### src/rtl/cmd_fifo_pkg.sv
// cmd_fifo_pkg: shared sizing helpers and operation encoding for cmd_fifo.
// Imported by cmd_fifo and wrap_counter so that the pointer and level widths
// have a single definition.
package cmd_fifo_pkg;
  function automatic int ptr_w(input int depth);
    return depth > 1 ? $clog2(depth) : 1;
  endfunction
  function automatic int lvl_w(input int depth);
    return $clog2(depth + 1);
  endfunction
  typedef struct packed {
    logic push;
    logic pop;
  } fifo_op_t;
endpackage

### src/rtl/cmd_fifo_wrap_counter.sv
// wrap_counter: modulo-MAX pointer for cmd_fifo; counts 0..MAX-1 and wraps.
// Ports: clk, rst (async active-low), inc (advance by one), clear (to zero,
// wins over inc), value (current count).
module wrap_counter import cmd_fifo_pkg::*; #(
  parameter int MAX = 4
) (
  input  logic                  clk,
  input  logic                  rst,
  input  logic                  inc,
  input  logic                  clear,
  output logic [ptr_w(MAX)-1:0] value
);
  localparam int W = ptr_w(MAX);
  always_ff @(posedge clk or negedge rst)
    if (!rst) value <= '0;
    else if (clear) value <= '0;
    else if (inc) value <= value == W'(MAX - 1) ? '0 : value + W'(1);
endmodule

### src/rtl/cmd_fifo.sv
// cmd_fifo: DEPTH-slot circular command FIFO with ready/valid style handshake.
// Ports: clk, rst (async active-low); push side i, i_isReady, i_canReceive;
// pop side o, o_hasAny, o_consume; flush (sync discard); level (occupancy).
// Option: define CMD_FIFO_BYPASS_EN to pass i straight to o while empty.
module cmd_fifo import cmd_fifo_pkg::*; #(
  parameter int CMD_SIZE = 1,
  parameter int DEPTH    = 4
) (
  input  logic                    clk,
  input  logic                    rst,
  input  logic [CMD_SIZE-1:0]     i,
  input  logic                    i_isReady,
  output logic                    i_canReceive,
  output logic [CMD_SIZE-1:0]     o,
  output logic                    o_hasAny,
  input  logic                    o_consume,
  input  logic                    flush,
  output logic [lvl_w(DEPTH)-1:0] level
);
  localparam int PW = ptr_w(DEPTH);
  localparam int LW = lvl_w(DEPTH);
  logic [CMD_SIZE-1:0] mem [DEPTH];
  logic [PW-1:0] rd_ptr, wr_ptr;
  logic stored, byp;
  fifo_op_t op;
  assign stored = level != '0;
`ifdef CMD_FIFO_BYPASS_EN
  assign byp = ~stored & ~flush;
`else
  assign byp = 1'b0;
`endif
  assign i_canReceive = ~flush & (level != LW'(DEPTH) | o_consume);
  assign o_hasAny     = byp ? i_isReady : stored;
  assign o            = byp ? i : mem[rd_ptr];
  // A bypassed command consumed in the same cycle never touches storage.
  assign op.push = i_isReady & i_canReceive & ~(byp & o_consume);
  assign op.pop  = o_consume & o_hasAny & ~byp;
  always_ff @(posedge clk or negedge rst)
    if (!rst) level <= '0;
    else if (flush) level <= '0;
    else if (op.push != op.pop) level <= op.push ? level + LW'(1) : level - LW'(1);
  always_ff @(posedge clk)
    if (op.push) mem[wr_ptr] <= i;
  wrap_counter #(.MAX(DEPTH)) u_wr (
    .clk(clk), .rst(rst), .inc(op.push), .clear(flush), .value(wr_ptr)
  );
  wrap_counter #(.MAX(DEPTH)) u_rd (
    .clk(clk), .rst(rst), .inc(op.pop), .clear(flush), .value(rd_ptr)
  );
endmodule

### config.mk
export PLATFORM = sky130hd
export DESIGN_NAME = cmd_fifo
export DESIGN_NICKNAME = d
export VERILOG_FILES = /design/src/rtl/cmd_fifo_pkg.sv /design/src/rtl/cmd_fifo_wrap_counter.sv /design/src/rtl/cmd_fifo.sv
export SDC_FILE = /design/constraint.sdc
export NUM_CORES = 1
export LEC_CHECK = 0
export CAP_MARGIN = 10
export CORE_UTILIZATION = 55
export CTS_CLUSTER_SIZE = 10
export DETAILED_ROUTE_END_ITERATION = 7
export GPL_ROUTABILITY_DRIVEN = 0
export PLACE_DENSITY = 0.82
export SYNTH_ARGS = -nofsm -noshare
export SYNTH_HDL_FRONTEND = slang
export SYNTH_SLANG_ARGS = --single-unit
### constraint.sdc
create_clock -name clk -period 2.9 [get_ports clk]
set_input_delay 0.58 -clock clk [delete_from_list [all_inputs] [get_ports clk]]
set_output_delay 0.58 -clock clk [all_outputs]
set_load 0.01 [all_outputs]
# After elaboration in Yosys (flattened, before gate mapping)
# Memories as Yosys holds them, arrays and structs flattened.
# Cells that the tools add are included.
# W data, S select, Z words.
# totals
reg_bits	7
latch_bits	0
ramBits	4
mem_bits_ro	0
in_bits	6
out_inout_bits	6
wordCells	32
n_memories	1
# classes
addsub	4
mul	0
n_div	0
n_lt_le_gt_ge	0
eq_ne	4
shift	0
n_mux	11
n_bitwise	5
n_reduce_logical	4
# memory_table
memory	words	word_bits	read_ports	rd_ports_with_merged_regs	write_ports	line	text
mem	4	1	1	0	1	cmd_fifo.sv:22	logic [CMD_SIZE-1:0] mem [DEPTH];
# ops
op	n
$mux W2	6
$mux W3	3
$reduce_bool A2 Y1	3
$add A2 B1 Y2 const B	2
$eq A2 B2 Y1 const B	2
$add A3 B1 Y3 const B	1
$and A1 B1 Y1	3
$ne A3 B3 Y1 const B	1
$reduce_bool A3 Y1	1
$sub A3 B1 Y3 const B	1
$mux W1	2
$ne A1 B1 Y1	1
$not A1 Y1	1
$or A1 B1 Y1	1

# Depth between registers and ports, before layout
# Gate-level depths: netlist of the first run.
# logic_depth
ltp_word	7
depth_mapped	7
depth_no_buf	6

# Hierarchy
# A second synthesis of the first run with hierarchy kept.
# hier_totals
cells_unflattened	67
hier_area_um2	714.4
# by_module_without_submodules
module	instances	cells_each	area_per_inst_um2	seq_area_each_um2
cmd_fifo	1	51	514.2	195.2
wrap_counter	2	8	100.1	50.0

# Worst setup path before layout of the first run
# Ideal clock, no wire load.
# synth_timing
path_kind	input -> register
start	input flush
end	register level[1]
setup_time_ns	0.065
t_arrival_ns	1.905
required_time_ns	2.835
path_slack_ns	0.930
cell_stages	7
n_path_buf	1
cell_sequence	buf_2 nand2b_1 nor2_1 fa_1 o21bai_1 a211oi_1 o21a_1
# synth_between
elab_chain_cells	6
elab_cells_between_ends	8
cone_classes	1 x eq/ne; 3 x mux; 3 x bitwise; 1 x reduce/logical
# synth_lines
element	line	text
start, declared	cmd_fifo.sv:17	input logic flush,
$not A1 Y1	cmd_fifo.sv:32	assign i_canReceive = ~flush & (level != LW'(DEPTH) | o_consume);
$and A1 B1 Y1	cmd_fifo.sv:32	
$and A1 B1 Y1	cmd_fifo.sv:36	assign op.push = i_isReady & i_canReceive & ~(byp & o_consume);
$mux W3 (2 in series)	cmd_fifo.sv:41	else if (op.push != op.pop) level <= op.push ? level + LW'(1) : level - LW'(1);
$mux W3	cmd_fifo.sv:40	else if (flush) level <= '0;
end signal, assigned	cmd_fifo.sv:41	
end, declared	cmd_fifo.sv:18	output logic [lvl_w(DEPTH)-1:0] level
# Parallel ways exist; a longest one is shown, timed or not. The select of a mux whose other input is x is not followed.
# A chain may end at the register's enable or synchronous reset.

# Worst setup path in the final report of the first run
# layout_timing
start	input o_consume
end	output i_canReceive
# layout_between
elab_chain_cells	2
# layout_lines
element	line	text
start, declared	cmd_fifo.sv:16	input logic o_consume,
$or A1 B1 Y1	cmd_fifo.sv:32	
$and A1 B1 Y1	cmd_fifo.sv:32	
end, declared	cmd_fifo.sv:13	output logic i_canReceive,
# No other way between the ends.

==> flow_metrics.env, run 1 <==
export IMPL_required_ns=2.32
export IMPL_netlist_cell_type_count=34
export IMPL_cts_setup_buffers=0
export IMPL_core_sq_um=1190
export IMPL_yosysTopAreaCellShare=0.234
export IMPL_synth_area_per_cell_sq_um=10.6
export IMPL_final_setup_tns_ns=0
export IMPL_remaining_drc_errors=0
export IMPL_gr_usage_met2=0.417
export IMPL_worst_pin_slew_ns=0.407
export IMPL_overflow=0
export IMPL_routedWlPerCell_microns=14.9
export IMPL_maxCapViolations=0
export IMPL_start_util=0.632
export IMPL_routed_wl_microns=1460
export IMPL_root_buffer="clkbuf_4"
export IMPL_worstPathCellList="clkdlybuf4s50_1 > nor4b_4 > nor2_1 > clkdlybuf4s50_1"
export IMPL_max_slew_margin=0.727
export IMPL_final_layout_size_suffix_gt1_frac=0.143
export IMPL_worst_path_buf_inv=2
export IMPL_syn_area_sq_um=749
export IMPL_die_y_microns=38.9
export IMPL_period_share=0.876
export IMPL_grt_total_usage=0.236
export IMPL_crit_slowest_cell="clkdlybuf4s50_1"
export IMPL_yosysMostFrequentCell="dfrtp_1"
export IMPL_crit_top_cell="clkdlybuf4s50_1"
export IMPL_setup_viol=0
export IMPL_syn_inst=71
export IMPL_io_buffers=11
export IMPL_cts_made_buffers=3
export IMPL_grt_pass1_wl_microns=2370
export IMPL_firstDrtPassIters=4
export IMPL_synthToLayoutAreaGrowth_pct=19.0
export IMPL_clock_sinks=11
export IMPL_synth_nets=83
export IMPL_path_class="input port to primary output"
export IMPL_ys_flop_type="dfrtp_1"
export IMPL_power_leakage_nw=0.377
export IMPL_hold_viol_final=0
export IMPL_synth_yosys_seq_area_share=0.394
export IMPL_vias=593
export IMPL_rows=12
export IMPL_fin_crit_ns=2.54
export IMPL_cp_max_fo=5
export IMPL_min_path_type="flip-flop to flip-flop"
export IMPL_rsz0062_at_grt="false"
export IMPL_ys_seq_elements=11
export IMPL_power_density_nw_per_um2=562
export IMPL_clk_pin_slew_ns=0.06
export IMPL_synth_edf_count=4
export IMPL_htreeDepth=1
export IMPL_fp_dieArea_sq_um=1510
export IMPL_grt_busiest_layer="met2"
export IMPL_synth_common_cells="dfrtp_1 (7), ha_1 (5), nor2_1 (5)"
export IMPL_pin_count=12
export IMPL_critical_path_max_stage_delay_ns=0.48
export IMPL_drv_slew=0
export IMPL_use_met3=0.0347
export IMPL_arrival_ns=1.96
export IMPL_path_delay_family="buffers and inverters"
export IMPL_antenna_cells=0
export IMPL_synth_top_area_cell="dfrtp_1"
export IMPL_skew_ns=0.00906
export IMPL_clk_latency_ns=0.26
export IMPL_hold_buffers=0
export IMPL_synth_area_leaders="dfrtp_1 (23%), edfxtp_1 (16%), ha_1 (8.3%)"
export IMPL_die_w_microns=38.9
export IMPL_grt_max_degree=12
export IMPL_via_per_inst=6.05
export IMPL_endpoint_kind="primary output"
export IMPL_clk_path_buf_depth=2
export IMPL_clock_fmax_mhz=394
export IMPL_final_antenna_net_count=0
export IMPL_fin_nets=97
export IMPL_fin_hold_ws_ns=0.570
export IMPL_hpwlAfterDp_microns=1100
export IMPL_worst_setup_path_start_kind="input port"
export IMPL_antenna_found_initial=0
export IMPL_async_flop_share=0.636
export IMPL_outcome="finished, final reports clean"
export IMPL_cts_resized=0
export IMPL_vdd_drop_max_uv=264
export IMPL_grt_util_met1=0.278
export IMPL_ys_warnings_count=0
export IMPL_first_iter_violations=9
export IMPL_cts_tree="yes"
export IMPL_grt_pass1_vias=560
==> state kept, by name (all words and copies together), names as in the netlist <==
| register | count |
|---|---|
| level | 3 |
| mem | 4 |
| u_rd.value | 2 |
| u_wr.value | 2 |
==> per-stage QoR <==
| step | cell area (sq um) | total power [mW] | setup WS [ns] | instances | utilization |
|---|---|---|---|---|---|
| after floorplan | 749 | 0.332 | 0.930 | 71 | - |
| after global placement | 866 | 0.390 | 0.405 | 94 | 0.730 |
| after detailed placement | 866 | 0.403 | 0.261 | 94 | 0.730 |
| after CTS | 892 | 0.500 | 0.345 | 98 | 0.752 |
| after global routing | 892 | 0.532 | 0.273 | 98 | 0.752 |
| final | 892 | 0.501 | 0.359 | 98 | 0.752 |
==> worst register-to-register path: stages (launching register included) <==
cell and delay [ns]:
dfrtp_1 0.50, nor4b_4 0.41, nor2_1 0.11, fa_1 0.46, o21bai_1 0.18, a211oi_1 0.33
o21a_1 0.15
==> cells in the final DEF, fill, tap and decap left out, types with 4 or more instances in the layout <==
cell type and instances:
clkdlybuf4s50_1 11, dfrtp_1 7, nor2_1 5, ha_1 5, inv_1 4, and3_1 4
a21oi_1 4, edfxtp_1 4
==> per-layer routing <==
metal | share of wire | up-vias | routed length, microns
li1 | - | 278 | -
met1 | 0.43 | 291 | 627
met2 | 0.52 | 22 | 760
met3 | 0.038 | 2 | 55
met4 | 0.012 | 0 | 17
met5 | 0 | - | 0
==> cell type report <==
| type | count | area (sq um) |
|---|---|---|
| Tap cell | 14 | 17.5 |
| Sequential cell | 11 | 295 |
| Fill cell | 95 | 294 |
| Clock buffer | 4 | 26.3 |
| Inverter | 4 | 15.0 |
| Multi-Input combinational cell | 51 | 405 |
| Timing Repair Buffer | 14 | 133 |
==> power by group <==
part           internal [mW]  total [mW]  switching (mW)
Combinational          0.105       0.184          0.0791
Clock                 0.0531      0.0999          0.0468
Sequential             0.178       0.217          0.0391
Total                  0.336       0.501           0.165
==> logic make-up (layout without fill, tap and decap cells) <==
group | count (synthesis) | after routing | synth area share
buf+inv | 9 | 22 | 0.0651
compound gates | 16 | 16 | 0.135
xor+xnor | 2 | 2 | 0.0234
flops | 11 | 11 | 0.394
fa+ha+maj | 6 | 6 | 0.110
mux | 3 | 3 | 0.0568
simple gates | 24 | 24 | 0.215
==> final timing paths <==
check,startpoint,to,slack [ns],cells past startpoint
max,o_consume,i_canReceive,0.36,4
min,u_rd.value[1],u_rd.value[1],0.57,2
max reg2reg,level[0],level[1],0.71,6
min reg2reg,u_rd.value[1],u_rd.value[1],0.57,2
max in group asynchronous,rst,u_wr.value[1],2.07,1
min in group asynchronous,rst,level[2],0.58,1
No activity file was read; power rests on OpenSTA's default activity.
==> inputs of run 2 (changes only) <==
Settings changed: CTS_CLUSTER_SIZE 10 to not set.
==> results of run 2 <==
Final layout, timing and power as in run 1 (identical DEF).
==> inputs of run 3 (changes only) <==
Settings changed: CORE_UTILIZATION 55 to 51, MAX_ROUTING_LAYER set to met4, PLACE_DENSITY 0.82 to 0.77.
Clock period 2.9 ns to 2.4 ns, I/O delays scaled along.
==> run 3 against run 2 <==
Net effect: clock power up 25%; critical path depth unchanged; cell count is 3.1% higher; hold slack got worse by 0.086 ns; combinational power is 21% higher; register-to-register slack got worse by 0.29 ns; die area is 7.4% higher; non-clock buffer count grew 2; highest routed layer is now met3.
==> flow_metrics.env, run 3 (same netlist as run 1, synthesis figures left out) <==
export IMPL_overflow=0
export IMPL_antenna_cells=0
export IMPL_path_class="input port to primary output"
export IMPL_cp_max_fo=3
export IMPL_io_buffers=11
export IMPL_endpoint_kind="primary output"
export IMPL_reg_largest_list="mem (4), level (3)"
export IMPL_clock_fmax_mhz=439
export IMPL_regToRegStartpoint="level[0]"
export IMPL_die_w_microns=40.3
export IMPL_final_cell_mix="clkdlybuf4s50_1 (11), dfrtp_1 (7), nor2_1 (5), ha_1 (5), buf_4 (5)"
export IMPL_r2r_end="level[1]"
export IMPL_largest_register_ffs=4
export IMPL_grt_pass1_wl_microns=2310
export IMPL_drv_slew=0
export IMPL_start_util=0.562
export IMPL_arrival_ns=1.80
export IMPL_core_sq_um=1330
export IMPL_vdd_drop_max_uv=337
export IMPL_synthToLayoutAreaGrowth_pct=21.2
export IMPL_rsz0062_at_grt="false"
export IMPL_routedWlPerCell_microns=14.2
export IMPL_hpwlAfterDp_microns=1100
export IMPL_die_y_microns=40.3
export IMPL_layout_commonest_cell="clkdlybuf4s50_1"
export IMPL_pin_count=12
export IMPL_final_layout_size_suffix_gt1_frac=0.163
export IMPL_required_ns=1.92
export IMPL_clock_sinks=11
export IMPL_skew_ns=0.00488
export IMPL_power_leakage_nw=0.387
export IMPL_regMostFlops="mem"
export IMPL_vias=582
export IMPL_routed_wl_microns=1440
export IMPL_cts_setup_buffers=0
export IMPL_grt_pass1_vias=548
export IMPL_setup_viol=0
export IMPL_final_setup_tns_ns=0
export IMPL_rrSetupSlack_ns=0.42
export IMPL_worst_pin_slew_ns=0.432
export IMPL_cts_resized=0
export IMPL_first_iter_violations=10
export IMPL_clk_path_buf_depth=2
export IMPL_worst_setup_path_start_kind="input port"
export IMPL_antenna_found_initial=0
export IMPL_fin_hold_ws_ns=0.484
export IMPL_cts_made_buffers=3
export IMPL_fin_crit_ns=2.28
export IMPL_hold_viol_final=0
export IMPL_grt_total_usage=0.229
export IMPL_final_antenna_net_count=0
export IMPL_remaining_drc_errors=0
export IMPL_grt_max_degree=12
export IMPL_power_density_nw_per_um2=669
export IMPL_rows=13
export IMPL_rr_worst_depth=6
export IMPL_max_slew_margin=0.709
export IMPL_fill_cells=110
export IMPL_firstDrtPassIters=4
export IMPL_cts_tree="yes"
export IMPL_fp_dieArea_sq_um=1630
export IMPL_fin_nets=99
export IMPL_clk_pin_slew_ns=0.07
export IMPL_outcome="finished, final reports clean"
export IMPL_root_buffer="clkbuf_4"
export IMPL_hold_buffers=0
export IMPL_clk_latency_ns=0.26
export IMPL_maxCapViolations=0
export IMPL_period_share=0.950
export IMPL_htreeDepth=1
export IMPL_min_path_type="input port to async pin"
export IMPL_via_per_inst=5.76
run 3: power by group:
group	switching (mW)	internal, mW
Clock	0.0606	0.0642
Sequential	0.0463	0.215
Combinational	0.0924	0.130
run 3: worst max path at each step:
stage,startpoint,endpoint,slack [ns],depth (start not counted)
floorplan,level[1],level[1],0.49,7
global placement,o_consume,level[1],0.08,7
detailed placement,o_consume,level[1],0.007,7
CTS,o_consume,i_canReceive,0.11,4
global route,o_consume,i_canReceive,0.05,4
finish,o_consume,i_canReceive,0.12,4
run 3: worst max-delay path: stages:
cell,delay [ns]
clkdlybuf4s50_1,0.45
nor4b_4,0.32
nor2_1,0.07
clkdlybuf4s50_1,0.48
run 3: per-stage QoR:
| stage | instances | utilization | total power [mW] | cell area, sq um | setup slack [ns] |
|---|---|---|---|---|---|
| 2_1_floorplan | 71 | - | 0.401 | 749 | 0.486 |
| 3_3_place_gp | 97 | 0.661 | 0.476 | 882 | 0.0787 |
| 3_5_place_dp | 97 | 0.661 | 0.488 | 882 | 0.00737 |
| 4_1_cts | 101 | 0.681 | 0.615 | 908 | 0.108 |
| 5_1_grt | 101 | 0.681 | 0.655 | 908 | 0.0464 |
| 6_report | 101 | 0.681 | 0.608 | 908 | 0.120 |
run 3: area by class of cell:
class | instances | area, sq um | area share
sequential | 11 | 295 | 0.325
multi-input combinational | 51 | 405 | 0.446
timing repair buffer | 16 | 148 | 0.163
inverter | 4 | 15.0 | 0.0165
clock buffer | 4 | 26.3 | 0.0289
tap | 15 | 18.8 | 0.0207
run 3: metal layers:
metal | up-vias | global-route usage | routed length [microns]
li1 | 284 | - | -
met1 | 285 | 0.264 | 668
met2 | 13 | 0.377 | 730
met3 | 0 | 0.0333 | 38
met4 | 0 | 0.125 | 0
met5 | - | - | 0
